<file path="src/rtl/wallace_multiplier_16x16.sv">
// wallace_multiplier_16x16 -- unsigned 16x16 -> 32-bit registered multiplier.
//
// Partial products a[j]&b[i] are reduced column by column through six
// Wallace layers of full/half adders down to two rows, which a 32-bit
// carry-propagate adder then sums into the registered product.
//
// Ports:
//   clk      rising-edge clock
//   rst_n    synchronous active-low reset (clears every register)
//   a, b     16-bit unsigned operands, sampled every edge
//   product  32-bit registered a*b
//
// Build option: define WALLACE_MULT_PIPE_EN to register the two reduced
// rows ahead of the final adder (latency 2 instead of 1).

module wallace_fa (
    input  logic x,
    input  logic y,
    input  logic z,
    output logic s,
    output logic co
);
    assign s  = x ^ y ^ z;
    assign co = (x & y) | (x & z) | (y & z);
endmodule

module wallace_ha (
    input  logic x,
    input  logic y,
    output logic s,
    output logic co
);
    assign s  = x ^ y;
    assign co = x & y;
endmodule

module wallace_multiplier_16x16 (
    input  logic        clk,
    input  logic        rst_n,
    input  logic [15:0] a,
    input  logic [15:0] b,
    output logic [31:0] product
);
    localparam int N  = 16;
    localparam int W  = 32;
    localparam int NL = 6;

    // Bits a column of height h leaves in its own column / sends as carries.
    function automatic int own_n(input int h);
        return h / 3 + ((h % 3 != 0) ? 1 : 0);
    endfunction

    function automatic int cy_n(input int h);
        return h / 3 + ((h % 3 == 2) ? 1 : 0);
    endfunction

    // Height of column c at the input of layer l (layer 0 = raw partial products).
    function automatic int col_h(input int l, input int c);
        int h [W];
        int n [W];
        if (c < 0 || c >= W) return 0;
        for (int k = 0; k < W; k++)
            h[k] = (k < N) ? k + 1 : ((k < 2 * N - 1) ? 2 * N - 1 - k : 0);
        for (int s = 0; s < l; s++) begin
            for (int k = 0; k < W; k++)
                n[k] = own_n(h[k]) + ((k > 0) ? cy_n(h[k-1]) : 0);
            for (int k = 0; k < W; k++)
                h[k] = n[k];
        end
        return h[c];
    endfunction

    logic [W-1:0] row_s;
    logic [W-1:0] row_c;

    // Each column's input vector is ordered {carries from column c-1, own
    // outputs of column c}; the layer consumes it three bits at a time.
    for (genvar l = 0; l <= NL; l++) begin : g_lay
        for (genvar c = 0; c < W; c++) begin : g_col
            localparam int H  = col_h(l, c);
            localparam int HO = own_n(col_h(l - 1, c));
            localparam int HC = cy_n(col_h(l - 1, c - 1));
            if (H > 0) begin : g_nz
                logic [H-1:0] in;
                if (l == 0) begin : g_pp
                    for (genvar i = 0; i < N; i++) begin : g_i
                        if (c - i >= 0 && c - i < N) begin : g_t
                            assign in[i - ((c > N - 1) ? c - (N - 1) : 0)] = a[c-i] & b[i];
                        end
                    end
                end else begin : g_fwd
                    if (HO > 0) begin : g_o
                        assign in[HO-1:0] = g_lay[l-1].g_col[c].g_nz.g_red.o;
                    end
                    if (HC > 0) begin : g_c
                        assign in[H-1:HO] = g_lay[l-1].g_col[c-1].g_nz.g_red.g_cells.cy;
                    end
                end

                if (l < NL) begin : g_red
                    localparam int NC = cy_n(H);
                    localparam int NO = own_n(H);
                    logic [NO-1:0] o;
                    if (NC == 0) begin : g_pass
                        assign o[0] = in[0];
                    end else begin : g_cells
                        logic [NC-1:0] cy;
                        for (genvar g = 0; g < H / 3; g++) begin : g_fa
                            wallace_fa u_fa (
                                .x (in[3*g]),
                                .y (in[3*g+1]),
                                .z (in[3*g+2]),
                                .s (o[g]),
                                .co(cy[g])
                            );
                        end
                        if (H % 3 == 2) begin : g_ha
                            wallace_ha u_ha (
                                .x (in[H-2]),
                                .y (in[H-1]),
                                .s (o[H/3]),
                                .co(cy[H/3])
                            );
                        end
                        if (H % 3 == 1) begin : g_left
                            assign o[H/3] = in[H-1];
                        end
                        // Carries out of bit 31 carry no weight in a 32-bit product.
                        if (c == W - 1) begin : g_drop
                            logic [NC-1:0] unused_cy;
                            assign unused_cy = cy;
                        end
                    end
                end else begin : g_out
                    assign row_s[c] = in[0];
                    if (H > 1) begin : g_two
                        assign row_c[c] = in[1];
                    end else begin : g_one
                        assign row_c[c] = 1'b0;
                    end
                end
            end else if (l == NL) begin : g_zero
                assign row_s[c] = 1'b0;
                assign row_c[c] = 1'b0;
            end
        end
    end

`ifdef WALLACE_MULT_PIPE_EN
    logic [W-1:0] s_q;
    logic [W-1:0] c_q;

    always_ff @(posedge clk) begin
        if (!rst_n) begin
            s_q     <= '0;
            c_q     <= '0;
            product <= '0;
        end else begin
            s_q     <= row_s;
            c_q     <= row_c;
            product <= s_q + c_q;
        end
    end
`else
    always_ff @(posedge clk) begin
        if (!rst_n) product <= '0;
        else        product <= row_s + row_c;
    end
`endif

endmodule

</file>
<file path="config.mk">
export PLATFORM = sky130hd
export DESIGN_NAME = wallace_multiplier_16x16
export DESIGN_NICKNAME = d
export VERILOG_FILES = /design/src/rtl/wallace_multiplier_16x16.sv
export SDC_FILE = /design/constraint.sdc
export NUM_CORES = 1
export LEC_CHECK = 0
export BUFFER_PORTS_ARGS = -buffer_cell sky130_fd_sc_hd__buf_2
export CAP_MARGIN = 20
export CORE_ASPECT_RATIO = 0.5
export CORE_MARGIN = 1
export CORE_UTILIZATION = 60
export DETAILED_ROUTE_END_ITERATION = 6
export PLACE_DENSITY = 0.79
export SYNTH_ARGS = -nofsm -noshare
export SYNTH_HDL_FRONTEND = slang
export SYNTH_SLANG_ARGS = --single-unit
</file>
<file path="constraint.sdc">
create_clock -name clk -period 7.3 [get_ports clk]
set_input_delay 0.73 -clock clk [delete_from_list [all_inputs] [get_ports clk]]
set_output_delay 0.73 -clock clk [all_outputs]
set_load 0.05 [all_outputs]
</file>
==> impl_metrics.py, run 1 <==
metrics = {
    "timing": {
        "hold-worst-slack_ps": 897,
        "rsz0062_at_grt": "false",
        "period_needed_ps": 5960,
        "max_freq_mhz": 168,
        "finalCritPeriodShare_pct": 81.6,
        "slew_violations": 0,
        "final.setup.tns_ps": 0,
        "maxSlewHeadroom_pct": 62.6,
        "hold_viol": 0,
        "setup_viol": 0,
        "tightest_slew_ps": 558,
    },
    "die": {
        "ios": 66,
        "die_y_um": 89.5,
        "start_util_pct": 62.5,
        "num_rows": 31,
        "die_w_um": 177,
        "core-area_um2": 14700,
        "dieArea_um2": 15800,
    },
    "route": {
        "wire_per_inst_um": 17.4,
        "top_layer_used": "met4",
        "vias_per_cell": 5.69,
        "wl_met3_um": 1720,
        "detail-route-antenna-nets": 0,
        "via_count": 7023,
        "drt-met1-wl_um": 8700,
        "initialDrtViolationCount": 492,
        "wl_met2_um": 10500,
        "firstDrtPassIters": 5,
        "wirelength_um": 21500,
        "drcViolationCount": 0,
    },
    "clocking": {
        "cts_num_sinks": 32,
        "htree_levels": 2,
        "cts_setup_buffers": 0,
        "cts-root-buf": "clkbuf_16",
        "ctsResizeCount": 0,
        "cts_buffers": 5,
        "cts_buffer_depth": 2,
        "cts_tree": "built",
        "clk_pin_slew_worst_paths_ps": 50,
        "hold_buffers": 0,
    },
    "finish": {
        "fill_cells": 1226,
        "final_nets": 1364,
        "top_regs": "product x32",
        "final_common_cell": "fa_1",
        "largest_reg_flops": 32,
        "largest_register": "product",
        "layout_common_cells": "fa_1 (198), inv_1 (189), and2_1 (165)",
        "layout-drive-gt1-share_pct": 7.34,
        "final_util_pct": 66.4,
        "num_antenna_cells": 0,
        "area_delta_synth_final_pct": 6.21,
    },
    "job": {
        "drv_cap": 0,
    },
    "setup_path": {
        "critical_path_class": "in -> reg",
        "cp-startpoint": "b[14]",
        "cp_max_fo": 16,
        "arrival_ps": 6160,
        "crit_required_ps": 7510,
        "critPathLaunchType": "input port",
        "cp-end-kind": "flip-flop",
    },
    "global_route": {
        "grt_pass1_vias": 7311,
        "grt_pass1_wl_um": 35400,
        "track_usage_pct": 29.3,
        "grt_max_degree": 24,
        "gr-total-overflow": 0,
        "antenna_found_initial": 0,
    },
    "synth": {
        "async_flop_share_pct": 0,
        "synth_ff_type": "dfxtp_1",
        "synth.distinct_cells": 47,
        "synth_edf_count": 0,
        "yosysWarnings": 0,
        "synth_nets": 1331,
        "ys_seq_elements": 32,
        "synth.avg_cell_area_um2": 9.17,
        "syn_inst": 1002,
        "syn-cell-area_um2": 9190,
        "ys_seq_area_share_pct": 6.97,
    },
    "placement": {
        "hpwl_um": 17000,
        "port_buffers": 65,
        "place.gp.congestion": 0.929,
    },
    "min_path": {
        "min_from": "b[0]",
        "hp-class": "in -> reg",
    },
    "status": {
        "outcome": "finished, final reports clean",
    },
}
[cells in the mapped netlist (2+ instances only)]
master / n / area, µm²
clkbuf_1: 36 / 135
o2111ai_1: 3 / 26.3
buf_2: 2 / 10.0
dfxtp_1: 32 / 641
a21o_1: 16 / 120
o21a_1: 4 / 30.0
nor3b_1: 3 / 22.5
mux2i_1: 7 / 70.1
and2_1: 165 / 1030
a21boi_0: 4 / 30.0
nand2_1: 123 / 462
inv_1: 189 / 709
fa_1: 198 / 3960
nand3_1: 3 / 15.0
xnor2_1: 5 / 43.8
nor4_1: 2 / 12.5
a21oi_1: 22 / 110
nor3_1: 10 / 50.1
and3_1: 5 / 31.3
nand4_1: 4 / 25.0
a31oi_1: 3 / 18.8
nor2_1: 23 / 86.3
o21ai_0: 14 / 70.1
xor2_1: 5 / 43.8
o211ai_1: 2 / 15.0
nand2b_1: 5 / 31.3
ha_1: 97 / 1210
[stage by stage]
step,cells,instance area [µm²],worst slack (ps)
after detailed placement,1226,9610,1120
after global routing,1234,9760,1120
after CTS,1234,9760,1380
after global placement,1226,9610,1210
after floorplan,1002,9190,1580
final,1234,9760,1340
[final timing paths]
path,end,slack [ps],cells past startpoint
setup / recovery,product[29],1340,18
hold / removal,product[0],900,2
[worst max-delay path, stage by stage]
cell	delay, ps
buf_2	300
nand2_1	150
fa_1	540
fa_1	530
inv_1	60
fa_1	490
inv_1	50
fa_1	480
inv_1	60
fa_1	500
fa_1	450
ha_1	390
a21o_1	200
a31oi_1	240
o21ai_1	90
a211o_1	380
a311oi_2	280
mux2i_1	220
[cells by family (layout without fill, tap and decap cells)]
group | Yosys count | count (layout) | synth area share, %
adder cells (fa/ha/maj) | 295 | 295 | 56.3
AO/OA/AOI/OAI | 82 | 82 | 6.02
XOR/XNOR | 10 | 10 | 0.953
buffers and inverters | 229 | 263 | 9.38
AND/OR/NAND/NOR | 347 | 347 | 19.6
multiplexers | 7 | 7 | 0.763
flip-flops | 32 | 32 | 6.97
[cell type report]
type / count / area (µm²) / area share [%]
Multi-Input combinational cell: 741 / 7690 / 78.8
Inverter: 190 / 713 / 7.31
Sequential cell: 32 / 641 / 6.56
Timing Repair Buffer: 65 / 325 / 3.33
Tap cell: 198 / 248 / 2.54
Clock buffer: 8 / 146 / 1.50
[layer usage]
layer,GRT usage [%],up-vias
met3,5.78,68
met5,0,-
met2,50.8,318
li1,-,3106
met4,8.70,0
met1,37.9,3531
Power of run 1 is not shown: default switching activity piles up to over one toggle a cycle in this logic, so the estimate is an artifact.
==> run 2, diff against run 1 <==
==> constraint.sdc (replaced) <==
create_clock -name clk -period 6.2 [get_ports clk]
set_input_delay 0.62 -clock clk [delete_from_list [all_inputs] [get_ports clk]]
set_output_delay 0.62 -clock clk [all_outputs]
set_load 0.05 [all_outputs]
==> impl_metrics.py, run 2 (synthesis results as in run 1) <==
metrics = {
    "route": {
        "drcViolationCount": 0,
        "detail-route-antenna-nets": 0,
        "firstDrtPassIters": 5,
        "wl_met2_um": 10200,
        "wire_per_inst_um": 17.1,
        "drt-met1-wl_um": 8370,
        "vias_per_cell": 5.63,
        "via_count": 6969,
        "top_layer_used": "met4",
        "wl_met3_um": 2040,
        "wirelength_um": 21100,
        "initialDrtViolationCount": 485,
    },
    "timing": {
        "rsz0062_at_grt": "false",
        "max_freq_mhz": 173,
        "maxSlewHeadroom_pct": 65.1,
        "tightest_slew_ps": 520,
        "final.setup.tns_ps": 0,
        "finalCritPeriodShare_pct": 93.1,
        "slew_violations": 0,
        "finalWorstSetupSlack_ps": 430,
        "period_needed_ps": 5770,
        "hold_viol": 0,
        "setup_viol": 0,
    },
    "finish": {
        "fill_cells": 1204,
        "largest_register": "product",
        "area_delta_synth_final_pct": 6.44,
        "top_regs": "product x32",
        "multi_input_area_um2": 7690,
        "largest_reg_flops": 32,
        "final_common_cell": "fa_1",
        "num_antenna_cells": 0,
        "layout_common_cells": "fa_1 (198), inv_1 (189), and2_1 (165)",
        "layout-drive-gt1-share_pct": 7.80,
        "final_nets": 1368,
        "regArea_um2": 641,
    },
    "clocking": {
        "cts_setup_buffers": 0,
        "htree_levels": 2,
        "cts-root-buf": "clkbuf_16",
        "ctsResizeCount": 0,
        "cts_num_sinks": 32,
        "clk_pin_slew_worst_paths_ps": 50,
        "cts_buffer_depth": 2,
        "hold_buffers": 0,
        "cts_tree": "built",
        "cts_buffers": 5,
    },
    "die": {
        "core-area_um2": 14700,
        "ios": 66,
        "num_rows": 31,
        "dieArea_um2": 15800,
        "die_w_um": 177,
        "die_y_um": 89.5,
        "start_util_pct": 62.5,
    },
    "global_route": {
        "grt_pass1_vias": 7202,
        "antenna_found_initial": 0,
        "track_usage_pct": 28.6,
        "gr-total-overflow": 0,
        "grt_pass1_wl_um": 34300,
        "grt_max_degree": 24,
    },
    "setup_path": {
        "cp-end-kind": "flip-flop",
        "critical_path_class": "in -> reg",
        "arrival_ps": 5980,
        "critPathLaunchType": "input port",
        "crit_required_ps": 6410,
        "cp_max_fo": 16,
    },
    "placement": {
        "place.gp.congestion": 0.943,
        "hpwl_um": 16900,
        "port_buffers": 65,
        "pre_cts_ws_ps": 195,
    },
    "min_path": {
        "hp-class": "in -> reg",
        "hold-path-cell-count": 2,
    },
    "job": {
        "drv_cap": 0,
    },
    "status": {
        "outcome": "finished, final reports clean",
    },
}
==> run 2: cell types whose count changed in the layout (fill, tap and decap cells not counted), sizes merged <==
cell	before	now
clkinvlp	0	1
clkbuf	8	5
buf	65	69
clkinv	1	2
==> run 2: area by class of cell <==
type,instances,share of cell area [%]
clock buffer,5,1.28
clock inverter,2,0.128
inverter,190,7.29
multi-input combinational,741,78.6
sequential,32,6.55
tap,198,2.53
timing repair buffer,69,3.63
==> run 2: routing by layer <==
layer	GRT usage, %	vias up
met2	49.9	335
li1	-	3112
met5	0	-
met3	6.72	60
met1	36.2	3462
met4	8.46	0
==> run 2: worst max-delay path, stage by stage <==
cell and delay (ps):
buf_2 320, nand2_1 140, fa_1 550, inv_1 60, fa_1 480, fa_1 540
inv_1 50, fa_1 530, inv_1 50, fa_1 420, fa_1 450, ha_1 400
and3_1 240, a22oi_1 100, o21ai_0 350, o2111ai_1 270, o211ai_1 180, mux2i_1 210
==> run 2: worst paths after layout <==
kind	from	slack (ps)	end
worst min-delay path	b[0]	780	product[0]
worst max-delay path	b[5]	430	product[31]
==> run 2: through the flow <==
stage / hold slack, ps / std cells / instance area (µm²) / utilization, %
after floorplan: 766 / 1002 / 9190 / -
after global placement: 1060 / 1230 / 9640 / 65.6
after detailed placement: 1070 / 1230 / 9640 / 65.6
after global routing: 787 / 1237 / 9780 / 66.5
final: 777 / 1237 / 9780 / 66.5
after CTS: 777 / 1237 / 9780 / 66.5
Power of run 2 is left out for the same reason.
==> run 3, diff against run 2 <==
==> constraint.sdc (replaced) <==
create_clock -name clk -period 5.5 [get_ports clk]
set_input_delay 0.55 -clock clk [delete_from_list [all_inputs] [get_ports clk]]
set_output_delay 0.55 -clock clk [all_outputs]
set_load 0.05 [all_outputs]
==> impl_metrics.py, run 3 (synthesis results as in run 1) <==
metrics = {
    "setup_path": {
        "arrival_ps": 5680,
        "crit_buf_inv": 3,
        "critical_path_class": "in -> reg",
        "cp-end-kind": "flip-flop",
        "cp_slowest_stage_delay_ps": 570,
        "slowest_stage": "fa_1",
        "path_delay_family": "adder cells",
        "crit_top_cell": "fa_1",
        "critPathLaunchType": "input port",
        "cp_max_fo": 10,
        "crit_required_ps": 5710,
        "path_cells": "clkbuf_4 -> and2_1 -> fa_1 -> fa_1 -> fa_1 -> inv_1 -> fa_1 -> inv_1 -> fa_1 -> fa_2 -> ha_4 -> and3_1 -> nand4_1 -> a21oi_1 -> o2111ai_1 -> o211ai_1 -> mux2i_1",
    },
    "die": {
        "dieArea_um2": 15800,
        "num_rows": 31,
        "die_w_um": 177,
        "core-area_um2": 14700,
        "ios": 66,
        "die_y_um": 89.5,
        "start_util_pct": 62.5,
    },
    "timing": {
        "final.setup.tns_ps": 0,
        "finalCritPeriodShare_pct": 99.4,
        "hold_viol": 0,
        "tightest_slew_ps": 539,
        "rsz0062_at_grt": "true",
        "period_needed_ps": 5470,
        "maxSlewHeadroom_pct": 63.8,
        "setup_viol": 0,
        "slew_violations": 0,
        "max_freq_mhz": 183,
    },
    "finish": {
        "largest_reg_flops": 32,
        "final_nets": 1447,
        "layout-drive-gt1-share_pct": 16.8,
        "regArea_um2": 641,
        "stdcell_area_um2": 10700,
        "top_regs": "product x32",
        "final_common_cell": "fa_1",
        "num_antenna_cells": 0,
        "area_delta_synth_final_pct": 16.0,
        "largest_register": "product",
        "multi_input_area_um2": 7870,
        "fill_cells": 1104,
        "layout_common_cells": "fa_1 (194), inv_1 (189), and2_1 (163)",
    },
    "placement": {
        "hpwl_um": 18200,
        "place.gp.congestion": 0.976,
        "dpl_cell_area_um2": 10200,
        "port_buffers": 65,
    },
    "route": {
        "initialDrtViolationCount": 439,
        "wirelength_um": 21500,
        "firstDrtPassIters": 5,
        "wire_per_inst_um": 16.4,
        "vias_per_cell": 5.53,
        "detail-route-antenna-nets": 0,
        "drcViolationCount": 0,
        "via_count": 7279,
    },
    "clocking": {
        "cts_tree": "built",
        "cts_buffers": 5,
        "htree_levels": 2,
        "hold_buffers": 0,
        "clk_pin_slew_worst_paths_ps": 50,
        "cts-root-buf": "clkbuf_16",
        "cts_num_sinks": 32,
        "cts_buffer_depth": 2,
    },
    "global_route": {
        "antenna_found_initial": 0,
        "grt_pass1_vias": 7333,
        "grt_pass1_wl_um": 34500,
        "gr-total-overflow": 0,
        "grt_max_degree": 24,
        "track_usage_pct": 28.2,
    },
    "min_path": {
        "hp-class": "in -> reg",
    },
    "job": {
        "drv_cap": 0,
    },
    "status": {
        "outcome": "finished, final reports clean",
    },
}
run 3: layout make-up:
| class | count | area share, % |
|---|---|---|
| Clock buffer | 7 | 1.43 |
| Inverter | 190 | 6.69 |
| Multi-Input combinational cell | 741 | 73.8 |
| Sequential cell | 32 | 6.01 |
| Tap cell | 198 | 2.32 |
| Timing Repair Buffer | 148 | 9.72 |
run 3: per-stage QoR:
| stage | std cells | worst slack [ps] | hold WS (ps) | util (%) |
|---|---|---|---|---|
| 6_report | 1316 | 31.8 | 728 | 72.5 |
| 5_1_grt | 1316 | -72.4 | 745 | 72.5 |
| 4_1_cts | 1315 | 3.75 | 718 | 70.9 |
| 3_5_place_dp | 1308 | -372 | 1020 | 69.7 |
| 3_3_place_gp | 1308 | -250 | 993 | 69.7 |
| 2_1_floorplan | 1002 | 2.94 | 696 | - |
run 3: tightest hold or removal path: cells and delay by family:
kind	cells	cell delay, ps
buffers and inverters	1	240
muxes	1	60
and+or+nand+nor	1	110
run 3: final timing paths:
kind  startpoint  depth (start not counted)           to
max         b[8]                         17  product[31]
min        rst_n                          3  product[31]
run 3: what timing repair did:
action,in CTS,in global routing
gates resized for setup,15,60
buffers inserted,0,1
endpoints found under the setup margin,13,15
pin swaps,0,18
run 3: per-layer routing:
layer	vias to the layer above	global-route usage [%]	share of wire [%]
met2	299	51.3	51
met3	53	4.29	7.0
met5	-	0	0
met1	3655	36.4	40
li1	3272	-	-
met4	0	5.80	2.3
Power of run 3 is left out for the same reason.
